## src/rtl/input_ctrl_pkg.sv

```systemverilog
// Shared types for input_ctrl: FSM state encoding.
package input_ctrl_pkg;

  localparam int unsigned STATE_W = 2;

  localparam logic [STATE_W-1:0] ST_IDLE         = 2'd0;
  localparam logic [STATE_W-1:0] ST_WAIT_PRESS   = 2'd1;
  localparam logic [STATE_W-1:0] ST_VALID        = 2'd2;
  localparam logic [STATE_W-1:0] ST_WAIT_RELEASE = 2'd3;

  typedef enum logic [STATE_W-1:0] {
    IDLE         = ST_IDLE,
    WAIT_PRESS   = ST_WAIT_PRESS,
    VALID        = ST_VALID,
    WAIT_RELEASE = ST_WAIT_RELEASE
  } state_e;

endpackage

```

## src/rtl/debouncer.sv

```systemverilog
// Two-flop synchroniser followed by a level debouncer with rising-edge pulse.
// Optional feature: INPUT_CTRL_DEBOUNCE_EN builds the stability counter; when
// undefined the debounced level is simply the synchronised input.
module debouncer #(
  parameter int unsigned DEBOUNCE_CYCLES = 500_000
) (
  input  logic clk,
  input  logic rst_n,
  input  logic din,
  output logic level,
  output logic rise_c
);

  // Zero stable cycles would make the level follow glitches; refuse to build.
  if (DEBOUNCE_CYCLES == 0) begin : g_cfg_err
    $error("debouncer: DEBOUNCE_CYCLES must be >= 1");
  end

  logic [1:0] sync_q;
  logic       din_s;
  logic       level_d;

  assign din_s = sync_q[1];

  // Metastability guard for the raw pushbutton.
  always_ff @(posedge clk or negedge rst_n) begin
    if (!rst_n) begin
      sync_q <= 2'b00;
    end else begin
      sync_q <= {sync_q[0], din};
    end
  end

`ifdef INPUT_CTRL_DEBOUNCE_EN
  localparam int unsigned CNT_W = $clog2(DEBOUNCE_CYCLES + 1);
  localparam logic [CNT_W-1:0] CNT_LAST = CNT_W'(DEBOUNCE_CYCLES - 1);

  logic [CNT_W-1:0] cnt_q;
  logic             level_q;

  // Count consecutive disagreeing cycles; the final one flips the level, so the
  // counter tops out at DEBOUNCE_CYCLES-1 and can never wrap.
  always_ff @(posedge clk or negedge rst_n) begin
    if (!rst_n) begin
      cnt_q   <= '0;
      level_q <= 1'b0;
    end else if (din_s == level_q) begin
      cnt_q <= '0;
    end else if (cnt_q == CNT_LAST) begin
      cnt_q   <= '0;
      level_q <= ~level_q;
    end else begin
      cnt_q <= cnt_q + CNT_W'(1);
    end
  end

  assign level = level_q;
`else
  assign level = din_s;
`endif

  // Previous level, for 0->1 edge detection.
  always_ff @(posedge clk or negedge rst_n) begin
    if (!rst_n) begin
      level_d <= 1'b0;
    end else begin
      level_d <= level;
    end
  end

  assign rise_c = level & ~level_d;

endmodule

```

## src/rtl/input_ctrl.sv

```systemverilog
// Button-confirmed switch input: a consumer requests a word, the user sets the
// switches and presses the button, the captured value is handed over with a
// valid/ack handshake. A held button cannot confirm twice.
// Optional feature: INPUT_CTRL_DEBOUNCE_EN enables button debouncing.
module input_ctrl
  import input_ctrl_pkg::*;
#(
  parameter int unsigned DATA_WIDTH      = 4,
  parameter int unsigned DEBOUNCE_CYCLES = 500_000
) (
  input  logic                  clk,
  input  logic                  rst_n,
  input  logic                  btn,
  input  logic [DATA_WIDTH-1:0] sw,
  input  logic                  req,
  input  logic                  ack,
  output logic                  valid,
  output logic [DATA_WIDTH-1:0] data,
  output logic                  waiting
);

  logic [DATA_WIDTH-1:0] sw_s1;
  logic [DATA_WIDTH-1:0] sw_s2;
  logic                  btn_level;
  logic                  press_c;

  state_e                state_q;
  state_e                state_n;
  logic                  valid_n;
  logic                  waiting_n;
  logic [DATA_WIDTH-1:0] data_n;

  // Switches only need synchronising; they are sampled on a debounced press.
  always_ff @(posedge clk or negedge rst_n) begin
    if (!rst_n) begin
      sw_s1 <= '0;
      sw_s2 <= '0;
    end else begin
      sw_s1 <= sw;
      sw_s2 <= sw_s1;
    end
  end

  debouncer #(
    .DEBOUNCE_CYCLES(DEBOUNCE_CYCLES)
  ) u_btn_db (
    .clk   (clk),
    .rst_n (rst_n),
    .din   (btn),
    .level (btn_level),
    .rise_c(press_c)
  );

  // Next-state and next-output decode.
  always_comb begin
    state_n = state_q;
    data_n  = data;
    case (state_q)
      IDLE: begin
        if (req) state_n = WAIT_PRESS;
      end
      WAIT_PRESS: begin
        if (press_c) begin
          data_n  = sw_s2;
          state_n = VALID;
        end else if (!req) begin
          state_n = IDLE;
        end
      end
      VALID: begin
        if (ack) state_n = WAIT_RELEASE;
      end
      WAIT_RELEASE: begin
        if (!btn_level) state_n = IDLE;
      end
      default: state_n = IDLE;
    endcase
    valid_n   = (state_n == VALID);
    waiting_n = (state_n == WAIT_PRESS);
  end

  // State and registered outputs.
  always_ff @(posedge clk or negedge rst_n) begin
    if (!rst_n) begin
      state_q <= IDLE;
      valid   <= 1'b0;
      waiting <= 1'b0;
      data    <= '0;
    end else begin
      state_q <= state_n;
      valid   <= valid_n;
      waiting <= waiting_n;
      data    <= data_n;
    end
  end

endmodule

```

## config.mk

```make
export PLATFORM = sky130hd
export DESIGN_NAME = input_ctrl
export DESIGN_NICKNAME = d
export VERILOG_FILES = /design/src/rtl/input_ctrl_pkg.sv /design/src/rtl/debouncer.sv /design/src/rtl/input_ctrl.sv
export SDC_FILE = /design/constraint.sdc
export NUM_CORES = 1
export LEC_CHECK = 0
export ABC_AREA = 1
export CAP_MARGIN = 20
export CORE_UTILIZATION = 45
export CTS_CLUSTER_DIAMETER = 200
export DETAILED_ROUTE_END_ITERATION = 16
export PLACE_DENSITY = 0.74
export SLEW_MARGIN = 20
export SYNTH_ARGS = -nofsm -noshare
export SYNTH_HDL_FRONTEND = slang
export SYNTH_HIERARCHICAL = 1
export SYNTH_SLANG_ARGS = --single-unit
```

## constraint.sdc

```tcl
create_clock -name clk -period 1.1 [get_ports clk]
set_clock_uncertainty 0.05 [all_clocks]
set_input_delay 0.11 -clock clk [delete_from_list [all_inputs] [get_ports clk]]
set_output_delay 0.11 -clock clk [all_outputs]
set_load 0.1 [all_outputs]
```

==> flow_summary_export.csv <==
group,metric,value,unit
synthesis,yosysSeqAreaShare,0.776,
die,ioPinCount,15,
sta,fin_crit,1.07,ns
sta,fin_crit_sh,0.970,
placement,dp_hpwl,638,um
clock_tree,path_clk_slew,0.10,ns
die,rows,12,
critical_path,cp-start-kind,"flop",
grt,grt_max_degree,20,
die,start_util,0.517,
critical_path,crit_fanout,2,
die,die_y,38.9,um
sta,worst_slew_pin_slew,0.231,ns
synthesis,synthCells,49,
power_and_ir_drop,leakagePower,0.435,nW
critical_path,crit_chain,"buf_12",
critical_path,critical_path_class,"reg2out",
critical_path,regToRegStartpoint,"u_btn_db/sync_q[1]",
grt,antenna_found_initial,0,
route,finalWirelength,862,um
synthesis,syn_area,613,um2
layout,multi_input_area,123,um2
layout,antenna_cells,0,
critical_path,reg2reg_slack,0.04,ns
die,dieArea,1510,um2
critical_path,crit_end,"data[0]",
route,drc,0,
critical_path,worstPathRequired,0.94,ns
power_and_ir_drop,p_per_area,3080,nW/um2
critical_path,cp_num_buf_inv,1,
layout,register_area,482,um2
critical_path,crit_path_top_delay_cell,"dfrtp_2",
power_and_ir_drop,ir_drop,1.83,mV
placement,numPortBuffers,14,
critical_path,cp_slowest_stage_delay,0.45,ns
critical_path,cp.depth,1,
clock_tree,cts-htree-levels,1,
critical_path,r2r_cells,7,
layout,final_core_util,0.757,
critical_path,path_delay_family,"flip-flops",
route,firstDrtPassIters,2,
die,core,1190,um2
critical_path,critical_path_arrival,0.91,ns
placement,gp_congestion,0.636,
flow_run,timing.max_cap.violations,0,
sta,fmax,937,MHz
synthesis,yosysWarningCount,6,
sta,finalMaxSlewViolations,0,
sta,rsz0062_at_grt,"yes",
synthesis,ys_top_cells_by_area,"dfrtp_1 (78%), nand2_1 (9.8%), nand3_2 (3.3%)",
synthesis,synth.distinct_cells,9,
grt,grt_use_total,0.167,
sta,setup_viol,0,
critical_path,r2r-end,"data[0]",
route,vias,374,
clock_tree,cts.sink_count,19,
layout,fill_cells,78,
critical_path,crit_start,"data[0]",
clock_tree,cts_buffers,3,
layout,drive_gt1_frac,0.386,
sta,slew-limit-headroom,0.846,
clock_tree,worstSkewPairLatency,0.29,ns
route,drt_iter0_markers,8,
critical_path,end_kind,"output pin",
power_and_ir_drop,power.total,2.76,mW
grt,overflow,0,
clock_tree,cts_max_path_buffers,2,
grt,grt_pass1_vias,356,
placement,dpl.cell_count,80,
grt,grt_pass1_wl,1520,um
route,drtAntennaViolNets,0,
synthesis,syn_avg_cell_area,12.5,um2
layout,nets,80,
synthesis,synth-seq-cells,19,
route,viasPerCell,4.45,
synthesis,syn_nets,58,
synthesis,yosys.area.top_type,"dfrtp_1",
route,avgRoutedWirePerCell,10.3,um
sta,finalHoldViolations,0,
layout,syn_to_final_growth,46.5,%
synthesis,synth_top_area_frac,0.776,
run_status,status,"finished, final reports clean",
clock_tree,ctsRootBufferMaster,"clkbuf_4",
clock_tree,cts_tree,"yes",
hold_path,hold_path.class,"in2async",
layout,fin_cells,84,
die,die_w,38.9,um
==> cell usage in the layout, fill, tap and decap left out, types with 2 or more instances in the layout <==
master / instances
buf_12: 6
inv_2: 2
dfrtp_2: 5
clkbuf_4: 3
nand3_2: 2
inv_1: 4
nand2_2: 3
nand3_1: 2
dfrtp_1: 14
nor2_1: 2
buf_4: 2
clkdlybuf4s50_1: 8
nand2_1: 13
==> power breakdown <==
part           leakage, nW  internal (mW)  switching (mW)
Combinational        0.195          0.493           0.902
Clock               0.0177          0.135           0.205
Sequential           0.222          0.868           0.160
==> per-layer routing <==
layer | routed length, um | track usage
met5 | 0 | 0
met4 | 20 | 0.155
met2 | 405 | 0.229
met3 | 31 | 0.0520
met1 | 405 | 0.204
==> kinds of logic (layout without fill, tap and decap cells) <==
logic type	count (synthesis)	in the layout	share of synthesized area
and+or+nand+nor	24	24	0.188
DFF	19	19	0.776
buffers and inverters	6	27	0.0367
==> how the worst min path moves through the flow <==
stage	endpoint	cells past startpoint	from	slack (ns)
CTS	sw_s1[1]	2	rst_n	0.07
finish	sw_s2[1]	2	rst_n	0.08
floorplan	data[0]	0	rst_n	-0.24
detailed placement	sw_s2[0]	0	sw_s1[0]	0.29
global placement	sw_s2[1]	0	sw_s1[1]	0.28
global route	sw_s1[1]	2	rst_n	0.10
==> state kept, by name, summed over array words and instances (netlist names) <==
name	cells
u_btn_db/level_d	1
sw_s1	4
u_btn_db/sync_q	2
data	4
valid	1
state_q	2
sw_s2	4
waiting	1
==> through the flow <==
stage          hold slack [ns]  cell area, um2  setup TNS [ns]  setup WS [ns]
2_1_floorplan           -0.236             618               0         0.0480
3_3_place_gp             0.282             858               0         0.0702
3_5_place_dp             0.286             858               0         0.0355
4_1_cts                 0.0732             886               0         0.0199
5_1_grt                  0.101             898          -0.114        -0.0352
6_report                0.0821             898               0         0.0329
==> what timing repair did <==
action	4_1_cts	5_1_grt
setup buffers	0	0
hold buffers	0	0
gates resized for setup	0	6
endpoints found under the setup margin	0	5
==> synth_stat cells <==
cell     number
nand3_1       2
inv_1         5
inv_2         1
nand3_2       2
dfrtp_1      19
nor2_2        1
nand2_1      16
nor2_4        1
nor2_1        2
==> layout make-up <==
type	instances	area share
flip-flops and latches	19	0.536
repair buffers	17	0.252
multi-input cells	24	0.136
clock buffers	3	0.0251
inverters	6	0.0251
well taps	14	0.0195
clock inverters	1	0.00557
Note: power is estimated with default switching activity, not from simulation.
==> edit (config.mk and constraints unchanged) <==
Add a define of `INPUT_CTRL_DEBOUNCE_EN`.
--- a/src/rtl/debouncer.sv
+++ b/src/rtl/debouncer.sv
@@ -1,6 +1,8 @@
 // Two-flop synchroniser followed by a level debouncer with rising-edge pulse.
 // Optional feature: INPUT_CTRL_DEBOUNCE_EN builds the stability counter; when
 // undefined the debounced level is simply the synchronised input.
+`define INPUT_CTRL_DEBOUNCE_EN
+
 module debouncer #(
   parameter int unsigned DEBOUNCE_CYCLES = 500_000
 ) (
Formal check against the unedited RTL: not equivalent (a bounded check fails within 4 cycles, from zero or initial values and one cycle with rst_n low).
==> edit against the unedited design <==
The run now ends with setup timing left. First-iteration DRC count grew to 10 times the old value. Sequential cell count grew 20. Wire length grew to 4.3 times the old value. Power grew 3.6%. Count of clock-buffer cells in the layout grew 2. Register-to-register slack lost 0.34 ns. Synthesized area grew to 2.8 times the old value. Final cell count grew to 3.6 times the old value. Highest routed layer unchanged. Cell area grew to 2.9 times the old value. Combinational power shrank 87%. Worst setup slack lost 0.33 ns. Sequential power grew 44%. Synthesized cell count grew to 4.0 times the old value.
==> edit: results (changes against the unedited design) <==
status=finished, violations left; failing checks=setup timing; met2 Use GR=33.9% (+11 points); CP max stage cell=dfrtp_1; Pleak=0.00118 uW (+170%); Tot Pwr=2860 uW (+3.6%); Final Non-Filler Cells=302 (+260%); internal power=2230 uW (+49%); unique cell type count in the Yosys netlist=23 (+14); DRT Pass-1 Iters=4 (+2); Crit Path Max Fanout=4 (+2); Final WS setup=-0.295 ns (-0.328 ns); share of cells above drive strength 1=39.0% (+0.40 points); critical path type=flop to flop; vias in the first global route=1482 (+320%); Setup TNS Final=-5.00 ns (-5.00 ns); worst slack at placement=-0.266 ns (-0.302 ns); met2 wire length=1930 um (+380%); Root Buffer=clkbuf_8; delay-heaviest family, CP=simple AND/OR/NAND/NOR gates; Total GRT Usage=21.0% (+4.3 points); placed insts=282 (+250%); WP data arrival=1.53 ns (+0.62 ns); placed cell area=2250 um^2 (+160%); max FFs per register=19; crit path to=u_btn_db/cnt_q[15]$_DFF_PN0_; Mapped Avg Cell Area=8.99 um^2 (-28%); drt total wl=3740 um (+330%); main area contributors after synthesis=dfrtp_1, nand2_1, nor2_1, inv_1, nand3_1; top cells by count, synth=nand2_1, dfrtp_1, nor2_1, inv_1, nand3_1; M1 WL=1630 um (+300%); Slew @ Worst Pin=0.364 ns (+0.133 ns); met1 usage=26.1% (+5.7 points); H-tree depth=2 (+1); CTS clock-pin slew for the worst setup and hold paths=0.08 ns (-0.02 ns); initial DRC count=83 (+75); combinational power=178 uW (-87%); sequential element share of the synthesized area=56.0% (-22 points); clock buffer count from CTS=5 (+2); clk pwr=1200 uW (+250%); placed wire-length estimate=2490 um (+290%); routed wl met3=95 um (+210%); CP peak stage delay=0.36 ns (-0.09 ns); GR met3 Demand/Resource=5.89% (+0.69 points); Final nets=263 (+230%); design area=2570 um^2 (+190%); hold_sp=sw[3]; synthesized net count=204 (+250%); global-route wire length before repair=6510 um (+330%); # setup viols final=25 (+25); min-delay worst type=input port to flop; Min Hold Slack=0.193 ns (+0.111 ns); pin count of the biggest net entering global routing=26 (+30%); final RePlAce weighted congestion=0.863 (+36%); Max VDD drop=0.835 mV (-54%); # fillers=265 (+240%); Via density=4.73 (+6.2%); R2R depth=9 (+2); worst r2r src=u_btn_db/cnt_q[0]$_DFF_PN0_
-- edit: changes by cell type in the layout (fill, tap and decap cells not counted), moves of 5 or more --
cell	change
nand3_1	+11
nor2_2	+6
xor2_1	+6
dfrtp_1	+19
nand2_1	+22
inv_1	+15
nor2_1	+25
nor2_4	+8
clkbuf_8	+5
buf_4	+28
-- edit: kinds of logic after synthesis --
group           after synthesis  share of synthesized area [%]
simple gates                111                           30.3
flops                        39                           56.0
buf+inv                      25                           5.38
compound gates                9                           2.73
xor+xnor                      9                           4.95
fa+ha+maj                     1                          0.717
-- edit: repair_timing --
item / in CTS / in global routing
gates resized for setup: 15 / 17
endpoints found under the hold margin: 39 / 0
buffers inserted: 9 / 2
hold buffers: 1 / 0
setup endpoints to repair: 26 / 28
pin swaps: 15 / 9
-- edit: final cells by class --
cell class              instances  share of cell area, %
flip-flops and latches         39                   38.2
multi-input cells             130                   30.8
repair buffers                 52                   20.5
inverters                      25                   3.65
clock buffers                   5                   2.68
well taps                      48                   2.33
clock inverters                 3                   1.80
